===== config.mk =====
export PLATFORM = sky130hd
export DESIGN_NAME = load_writeback
export DESIGN_NICKNAME = d
export VERILOG_FILES = /design/src/rtl/load_writeback.sv
export SDC_FILE = /design/constraint.sdc
export NUM_CORES = 1
export LEC_CHECK = 0
export CORE_MARGIN = 3
export CORE_UTILIZATION = 58
export DETAILED_ROUTE_END_ITERATION = 16
export DONT_BUFFER_PORTS = 1
export PLACE_DENSITY = 0.86
export SLEW_MARGIN = 0
export SYNTH_ARGS = -nofsm -noshare
export SYNTH_HDL_FRONTEND = slang
export SYNTH_SLANG_ARGS = --single-unit
export TNS_END_PERCENT = 20

===== constraint.sdc =====
create_clock -name clk -period 3.6 [get_ports clk]
set_input_delay 0.36 -clock clk [delete_from_list [all_inputs] [get_ports clk]]
set_output_delay 0.36 -clock clk [all_outputs]
set_load 0.02 [all_outputs]

===== src/rtl/load_writeback.sv =====
// RV32 load unit: computes the effective address, checks alignment, issues one word read
// and writes the sign- or zero-extended result to the register file.
module load_writeback #(
  parameter int TIMEOUT = 255
) (
  input  logic        clk,
  input  logic        reset,
  input  logic        start,
  input  logic [2:0]  funct3,
  input  logic [31:0] base,
  input  logic [31:0] offset,
  input  logic [4:0]  rd,
  output logic        busy,
  output logic        done,
  output logic        fault,
  output logic        mem_req,
  output logic [31:0] mem_addr,
  input  logic        mem_ack,
  input  logic [31:0] mem_rdata,
  output logic        we3,
  output logic [4:0]  a3,
  output logic [31:0] wd3,
  output logic [1:0]  dbg_state
);

  localparam int CW = ($clog2(TIMEOUT + 1) < 8) ? 8 : $clog2(TIMEOUT + 1);

  typedef enum logic [1:0] {
    IDLE  = 2'd0,
    CHECK = 2'd1,
    REQ   = 2'd2,
    WB    = 2'd3
  } state_t;

  state_t        state_q, state_d;
  logic [2:0]    f3_q, f3_d;
  logic [4:0]    rd_q, rd_d;
  logic [31:0]   addr_q, addr_d;
  logic [CW-1:0] cnt_q, cnt_d;
  logic          busy_d, done_d, fault_d, mem_req_d, we3_d;
  logic [31:0]   mem_addr_d, wd3_d;
  logic [4:0]    a3_d;
  logic          illegal;
  logic [31:0]   shifted;
  logic [15:0]   half;
  logic [31:0]   load_data;

  assign dbg_state = state_q;

  // Misaligned halfword/word accesses and the three unused funct3 codes all fault.
  always_comb begin
    illegal = 1'b0;
    case (f3_q)
      3'b000, 3'b100: illegal = 1'b0;
      3'b001, 3'b101: illegal = addr_q[0];
      3'b010:         illegal = (addr_q[1:0] != 2'b00);
      default:        illegal = 1'b1;
    endcase
  end

  always_comb begin
    shifted   = mem_rdata >> {addr_q[1:0], 3'b000};
    half      = addr_q[1] ? mem_rdata[31:16] : mem_rdata[15:0];
    load_data = mem_rdata;
    case (f3_q)
      3'b000:  load_data = {{24{shifted[7]}}, shifted[7:0]};
      3'b001:  load_data = {{16{half[15]}}, half};
      3'b100:  load_data = {24'b0, shifted[7:0]};
      3'b101:  load_data = {16'b0, half};
      default: load_data = mem_rdata;
    endcase
  end

  // valid/ready: start is taken only while busy=0; mem_req holds with a stable mem_addr
  // until mem_ack is sampled high in REQ, and mem_ack in any other state is dropped.
  always_comb begin
    state_d    = state_q;
    f3_d       = f3_q;
    rd_d       = rd_q;
    addr_d     = addr_q;
    cnt_d      = cnt_q;
    busy_d     = busy;
    done_d     = 1'b0;
    fault_d    = 1'b0;
    mem_req_d  = mem_req;
    mem_addr_d = mem_addr;
    we3_d      = 1'b0;
    a3_d       = a3;
    wd3_d      = wd3;
    case (state_q)
      IDLE: begin
        if (start) begin
          f3_d    = funct3;
          rd_d    = rd;
          addr_d  = base + offset;
          cnt_d   = '0;
          busy_d  = 1'b1;
          state_d = CHECK;
        end
      end
      CHECK: begin
        if (illegal) begin
          fault_d = 1'b1;
          busy_d  = 1'b0;
          state_d = IDLE;
        end else begin
          mem_req_d  = 1'b1;
          mem_addr_d = {addr_q[31:2], 2'b00};
          cnt_d      = '0;
          state_d    = REQ;
        end
      end
      REQ: begin
        if (mem_ack) begin
          mem_req_d = 1'b0;
          we3_d     = (rd_q != 5'd0);
          done_d    = 1'b1;
          a3_d      = rd_q;
          wd3_d     = load_data;
          state_d   = WB;
        end else if (cnt_q == CW'(TIMEOUT - 1)) begin
          mem_req_d = 1'b0;
          fault_d   = 1'b1;
          busy_d    = 1'b0;
          cnt_d     = '0;
          state_d   = IDLE;
        end else begin
          cnt_d = cnt_q + 1'b1;
        end
      end
      WB: begin
        busy_d  = 1'b0;
        state_d = IDLE;
      end
      default: state_d = IDLE;
    endcase
  end

  always_ff @(posedge clk or posedge reset) begin
    if (reset) begin
      state_q  <= IDLE;
      f3_q     <= 3'b0;
      rd_q     <= 5'b0;
      addr_q   <= 32'b0;
      cnt_q    <= '0;
      busy     <= 1'b0;
      done     <= 1'b0;
      fault    <= 1'b0;
      mem_req  <= 1'b0;
      mem_addr <= 32'b0;
      we3      <= 1'b0;
      a3       <= 5'b0;
      wd3      <= 32'b0;
    end else begin
      state_q  <= state_d;
      f3_q     <= f3_d;
      rd_q     <= rd_d;
      addr_q   <= addr_d;
      cnt_q    <= cnt_d;
      busy     <= busy_d;
      done     <= done_d;
      fault    <= fault_d;
      mem_req  <= mem_req_d;
      mem_addr <= mem_addr_d;
      we3      <= we3_d;
      a3       <= a3_d;
      wd3      <= wd3_d;
    end
  end

endmodule


==> results by group, run 1 <==
Run status
  – Status: complete, no violations

Logic synthesis
  – Seq cells post-synth: 122
  – YS warnings: 0
  – Post-synth EDFFs: 0
  – Mapped Cells: 784
  – Async SR Flop Fraction: 100%
  – Largest area contributor in the netlist: dfrtp_1
  – Synth unique cells: 68
  – Main synth FF type: dfrtp_1
  – Synth Cell Area: 0.00711 sq mm
  – Synthesized area per cell: 9.07 sq um
  – Synth top area share: 42.9%
  – Seq/Total Area, Yosys: 42.9%
  – Area contributors post-synth: dfrtp_1, nand2_1, ha_1

STA
  – RSZ-0062 raised after global routing: no
  – Final hold viol count: 0
  – Setup Skew: 10.4 ps
  – Max-slew violations: 0
  – Worst hold margin: 61.2 ps
  – FMAX: 434 MHz
  – Tcrit/Tclk final: 64.1%
  – Post-route setup TNS: 0 ps
  – Max-slew headroom: 46.7%
  – Final setup violation count: 0
  – Final min period: 2310 ps
  – Worst-margin pin slew: 799 ps

Clock network
  – Number of post-CTS setup repair buffers: 0
  – Cts bufs inserted: 17
  – Clock root buffer: clkbuf_16
  – Max Root-Sink Buffers: 2
  – CTS Hold Bufs: 0
  – H-tree level count: 4
  – CTS tree: yes
  – Clock transition at path regs: 60 ps
  – Clk_lat worst skew: 410 ps
  – Clk sinks: 122
  – Post-cts gate resize count: 0

Global routing
  – Number of antenna violations at the first check in global routing: 0
  – Vias in the first global route: 5771
  – GRT Util Overall: 25.7%
  – Largest net degree at the start of global routing: 66
  – Total grt overflow: 0
  – First-pass GRT wire length: 27900 um

Placed design
  – IO buf count: 0
  – Gpl congestion: 0.959
  – Dpl hpwl: 13100 um

Critical path
  – Worst reg2reg endpoint: cnt_q[7]
  – Worst stage delay on the critical path: 510 ps
  – Setup CP Type: flop to flop
  – Crit end category: flop
  – Setup crit start kind: flop
  – Reg2Reg Setup Slack: 1290 ps
  – Worst path bufs/invs: 3
  – WP data required: 3920 ps
  – CP max-delay cell: dfrtp_1
  – Top Family by Delay on Critical Path: simple AND/OR/NAND/NOR gates
  – Crit path max fanout: 23
  – FF-to-FF Start: dbg_state[0]
  – R2R cell count: 10
  – Crit path DAT: 2630 ps
  – Worst path cell trace: inv_1, ha_1, nand2_1, inv_2, nor2_1, o311ai_1, buf_4, nor3_1, a21oi_1, o21ai_0

Floorplan
  – Die X-Extent: 117 um
  – Die area: 0.0136 sq mm
  – Core Footprint: 0.0117 sq mm
  – Cell Rows: 39
  – I/O pin total: 184
  – Initial Utilization: 60.7%
  – Chip height: 117 um

Final layout
  – Layout overhead on the synthesized area: 9.13%
  – Fraction of layout cells with a size suffix above 1: 12.3%
  – Multi-input logic area: 0.00380 sq mm
  – Filler cells: 940
  – Fin nets: 916
  – Register area: 0.00305 sq mm
  – Inserted Diodes: 0
  – Commonest cells after routing, fill and taps aside: nand2_1, dfrtp_1, a21oi_1
  – Commonest non-fill, non-tap cell in the layout: nand2_1

Power
  – Sw Share: 41.2%
  – Pwr Density: 857 mW/mm^2
  – Leakage power: 3.44 nW
  – Clock share of power: 25.3%
  – Sequential Power Share: 44.1%
  – Switching Power: 2.74 mW
  – P_int: 3.91 mW
  – Combinational power share: 30.5%
  – Peak VDD IR: 0.328 mV

Drt
  – DR iter-0 viols: 390
  – Met2 routed WL: 8700 um
  – Average wire per standard cell: 19.1 um
  – Via Count: 5942
  – DR vias/cell: 6.42
  – WL final: 17700 um
  – Top routing layer in use: met4
  – DR DRC count: 0
  – Antenna viol nets, final: 0
  – DR WL met3: 1530 um
  – M1 WL: 6960 um
  – Drt pass-1 iters: 5

Min path
  – Hold Crit Class: input port to async pin

Job
  – Max-Cap Viols: 0
## logic make-up after synthesis
logic type      Yosys count  share of synthesized area, %
compound gates          241                          21.7
xor+xnor                 19                          2.34
fa+ha+maj                38                          6.79
buf+inv                  62                          3.78
flops                   122                          42.9
mux                      34                          5.52
other cells               1                        0.0527
simple gates            267                          16.9
## layer usage
| metal | GRT usage, % | up-vias |
|---|---|---|
| li1 | - | 2776 |
| met1 | 30.9 | 2829 |
| met2 | 43.6 | 297 |
| met3 | 6.99 | 40 |
| met4 | 10.8 | 0 |
| met5 | 0 | - |
## power by group through the flow
| stage | clock, mW | sequential (mW) | combinational [mW] |
|---|---|---|---|
| floorplan | 0 | 2.75 | 1.69 |
| global placement | 0 | 2.94 | 1.92 |
| detailed placement | 0 | 2.96 | 2.01 |
| CTS | 1.69 | 2.94 | 2.03 |
| global route | 1.76 | 3.02 | 2.28 |
| finish | 1.69 | 2.93 | 2.03 |
## synthesized netlist by cell type, types with 11 or more instances
master,n
mux2_2,32
nor3_1,12
ha_1,37
nor2b_1,12
a21oi_1,77
inv_1,17
o21ai_1,15
nand4_1,11
nand2_1,139
buf_2,11
clkbuf_1,25
a21o_1,14
a211oi_1,12
o21ai_0,50
dfrtp_1,122
nor2_1,50
## worst max-delay path by stage
stage,from,endpoint,cells after the start
after floorplan,offset[0],addr_q[28],9
after global placement,offset[0],addr_q[28],9
after detailed placement,offset[0],addr_q[28],9
after CTS,dbg_state[0],cnt_q[7],10
after global routing,dbg_state[0],cnt_q[7],10
final,dbg_state[0],cnt_q[7],10
## flip-flops by register name, summed over array words and instances (netlist names), 2 cells and up
name / count
cnt_q: 8
addr_q: 32
wd3: 32
dbg_state: 2
mem_addr: 30
rd_q: 5
a3: 5
f3_q: 3
## stage by stage
step | instance area, sq um | cells | setup slack [ps] | power [mW] | utilization, %
2_1_floorplan | 7120 | 785 | 1240 | 4.44 | -
3_3_place_gp | 7170 | 894 | 1090 | 4.86 | 61.2
3_5_place_dp | 7170 | 894 | 1070 | 4.97 | 61.2
4_1_cts | 7760 | 926 | 1270 | 6.66 | 66.3
5_1_grt | 7760 | 926 | 984 | 7.06 | 66.3
6_report | 7760 | 926 | 1290 | 6.65 | 66.3
## final cells by class
type	count	area share, %
multi-input combinational	601	48.9
timing repair buffer	9	0.871
sequential	122	39.3
clock inverter	13	1.90
tap	143	2.31
inverter	19	0.967
clock buffer	19	5.71
(Power assumes the default switching activity.)
==> run 2: changes to the inputs <==
CORE_UTILIZATION = 60   (was 58)
clock period = 2.3 ns   (was 3.6 ns; I/O delays follow)
==> results by group, run 2 (synthesis gave the netlist of run 1 again) <==
Run status
  – Status: complete, no violations

Placed design
  – IO buf count: 0
  – Dpl hpwl: 13900 um
  – Gpl congestion: 0.877
  – Dpl cells: 917
  – Setup WS pre-CTS: -86.1 ps

Drt
  – Antenna viol nets, final: 0
  – Average wire per standard cell: 20.2 um
  – Via Count: 6263
  – DR iter-0 viols: 623
  – WL final: 19700 um
  – DR vias/cell: 6.43
  – Drt pass-1 iters: 6
  – DR DRC count: 0

Final layout
  – Fraction of layout cells with a size suffix above 1: 14.8%
  – Final cell count without fillers: 974
  – Commonest cells after routing, fill and taps aside: nand2_1, dfrtp_1, a21oi_1
  – Multi-input logic area: 0.00382 sq mm
  – Fin util: 71.6%
  – Commonest non-fill, non-tap cell in the layout: nand2_1
  – Top Registers: addr_q x32, wd3 x32, mem_addr x30
  – Filler cells: 838
  – Layout overhead on the synthesized area: 16.0%
  – Inserted Diodes: 0
  – Fin nets: 964
  – Register area: 0.00305 sq mm

STA
  – Max-slew violations: 0
  – RSZ-0062 raised after global routing: no
  – Setup Skew: 14.8 ps
  – Final hold viol count: 0
  – Final min period: 2130 ps
  – Worst-margin pin slew: 781 ps
  – Final setup violation count: 0
  – Post-route setup slack: 168 ps
  – FMAX: 469 MHz
  – Tcrit/Tclk final: 92.7%
  – Worst hold margin: 27.7 ps
  – Max-slew headroom: 47.9%

Job
  – Max-Cap Viols: 0

Critical path
  – Setup crit start kind: flop
  – CP max-delay cell: dfrtp_1
  – Worst stage delay on the critical path: 420 ps
  – WP data required: 2620 ps
  – Crit path DAT: 2450 ps
  – Setup CP Type: flop to flop
  – Crit end category: flop
  – Crit path max fanout: 12
  – Worst path cell trace: inv_1, ha_1, buf_4, nor2b_1, nor2_2, o311ai_4, nor3_1, a21oi_1, o21ai_0

Global routing
  – First-pass GRT wire length: 30900 um
  – Number of antenna violations at the first check in global routing: 0
  – Vias in the first global route: 6323
  – Total grt overflow: 0
  – Largest net degree at the start of global routing: 63
  – GRT Util Overall: 29.8%

Min path
  – Hold Crit Class: input port to flop

Clock network
  – CTS tree: yes
  – Clock root buffer: clkbuf_16
  – Max Root-Sink Buffers: 2
  – Clk_lat worst skew: 410 ps
  – Cts bufs inserted: 17
  – H-tree level count: 4
  – Clk sinks: 122
  – Clock transition at path regs: 60 ps

Floorplan
  – Chip height: 115 um
  – I/O pin total: 184
  – Cell Rows: 39
  – Initial Utilization: 61.8%
  – Die X-Extent: 115 um
  – Core Footprint: 0.0115 sq mm
  – Die area: 0.0132 sq mm

Power
  – Leakage power: 3.70 nW
  – Switching Power: 4.48 mW
  – P_int: 6.48 mW
  – Peak VDD IR: 0.627 mV
  – Clock share of power: 26.1%
  – Pwr Density: 1330 mW/mm^2
  – Combinational power share: 32.3%
  – Sw Share: 40.9%
  – Sequential Power Share: 41.6%
-- run 2: cell count changes in the layout (fill, tap and decap cells not counted) --
cell           before  now
buf_4               9   32
inv_6               0    3
bufinv_16           2    4
o311ai_4            0    1
dlygate4sd3_1       0   25
clkinv_4            4    2
clkinv_2            0    3
clkinvlp_4          8    3
nor2_2              0    2
nor2_1             50   48
o311ai_1            2    1
clkbuf_1            1    0
-- run 2: final cells by class --
| type | count | area share (%) |
|---|---|---|
| clock buffer | 18 | 5.32 |
| clock inverter | 14 | 2.35 |
| inverter | 19 | 0.910 |
| multi-input combinational | 601 | 46.3 |
| sequential | 122 | 37.0 |
| tap | 143 | 2.17 |
| timing repair buffer | 57 | 5.95 |
-- run 2: power by group through the flow --
stage | Sequential (mW) | Clock [mW] | Combinational (mW)
after floorplan | 4.31 | 0 | 2.65
after global placement | 4.52 | 0 | 3.18
after detailed placement | 4.57 | 0 | 3.35
after CTS | 4.55 | 2.89 | 3.43
after global routing | 4.65 | 2.98 | 3.92
final | 4.56 | 2.86 | 3.54
-- run 2: stage by stage --
stage	power [mW]	area (sq um)	setup TNS [ps]
2_1_floorplan	6.95	7120	0
3_3_place_gp	7.70	7340	-30.5
3_5_place_dp	7.92	7340	-351
4_1_cts	10.9	8230	0
5_1_grt	11.6	8250	0
6_report	11.0	8250	0
-- run 2: layer usage --
layer	track usage (%)	part of all wire (%)	up-vias	wire length, um
met5	0	0	-	0
met4	10.9	2.4	0	472
met3	8.89	8.2	48	1620
met2	53.0	52	335	10100
met1	33.7	38	3013	7440
li1	-	-	2867	-
-- run 2: final timing paths --
kind	start	end	slack [ps]	cells after the start
min reg2reg	addr_q[4]	addr_q[4]	480	2
max	dbg_state[0]	cnt_q[7]	170	9
min	mem_rdata[10]	wd3[10]	30	2
max in group asynchronous	reset	f3_q[0]	1220	3
min in group asynchronous	reset	mem_addr[4]	550	3
max reg2reg	dbg_state[0]	cnt_q[7]	170	9
-- run 2: repair_timing --
| action | in CTS | in global routing |
|---|---|---|
| gates resized for setup | 1 | 3 |
| hold buffers | 25 | 0 |
| endpoints found under the setup margin | 6 | 6 |
| endpoints found under the hold margin | 146 | 0 |
| buffers inserted | 0 | 0 |
| pin swaps | 0 | 0 |
-- run 2: worst max-delay path, delay by kind of cell (launching register included) --
| family | cells | cell delay [ps] |
|---|---|---|
| AO/OA/AOI/OAI | 3 | 440 |
| adder cells (fa/ha/maj) | 1 | 280 |
| buffers and inverters | 2 | 280 |
| flip-flops | 1 | 420 |
| AND/OR/NAND/NOR | 3 | 630 |
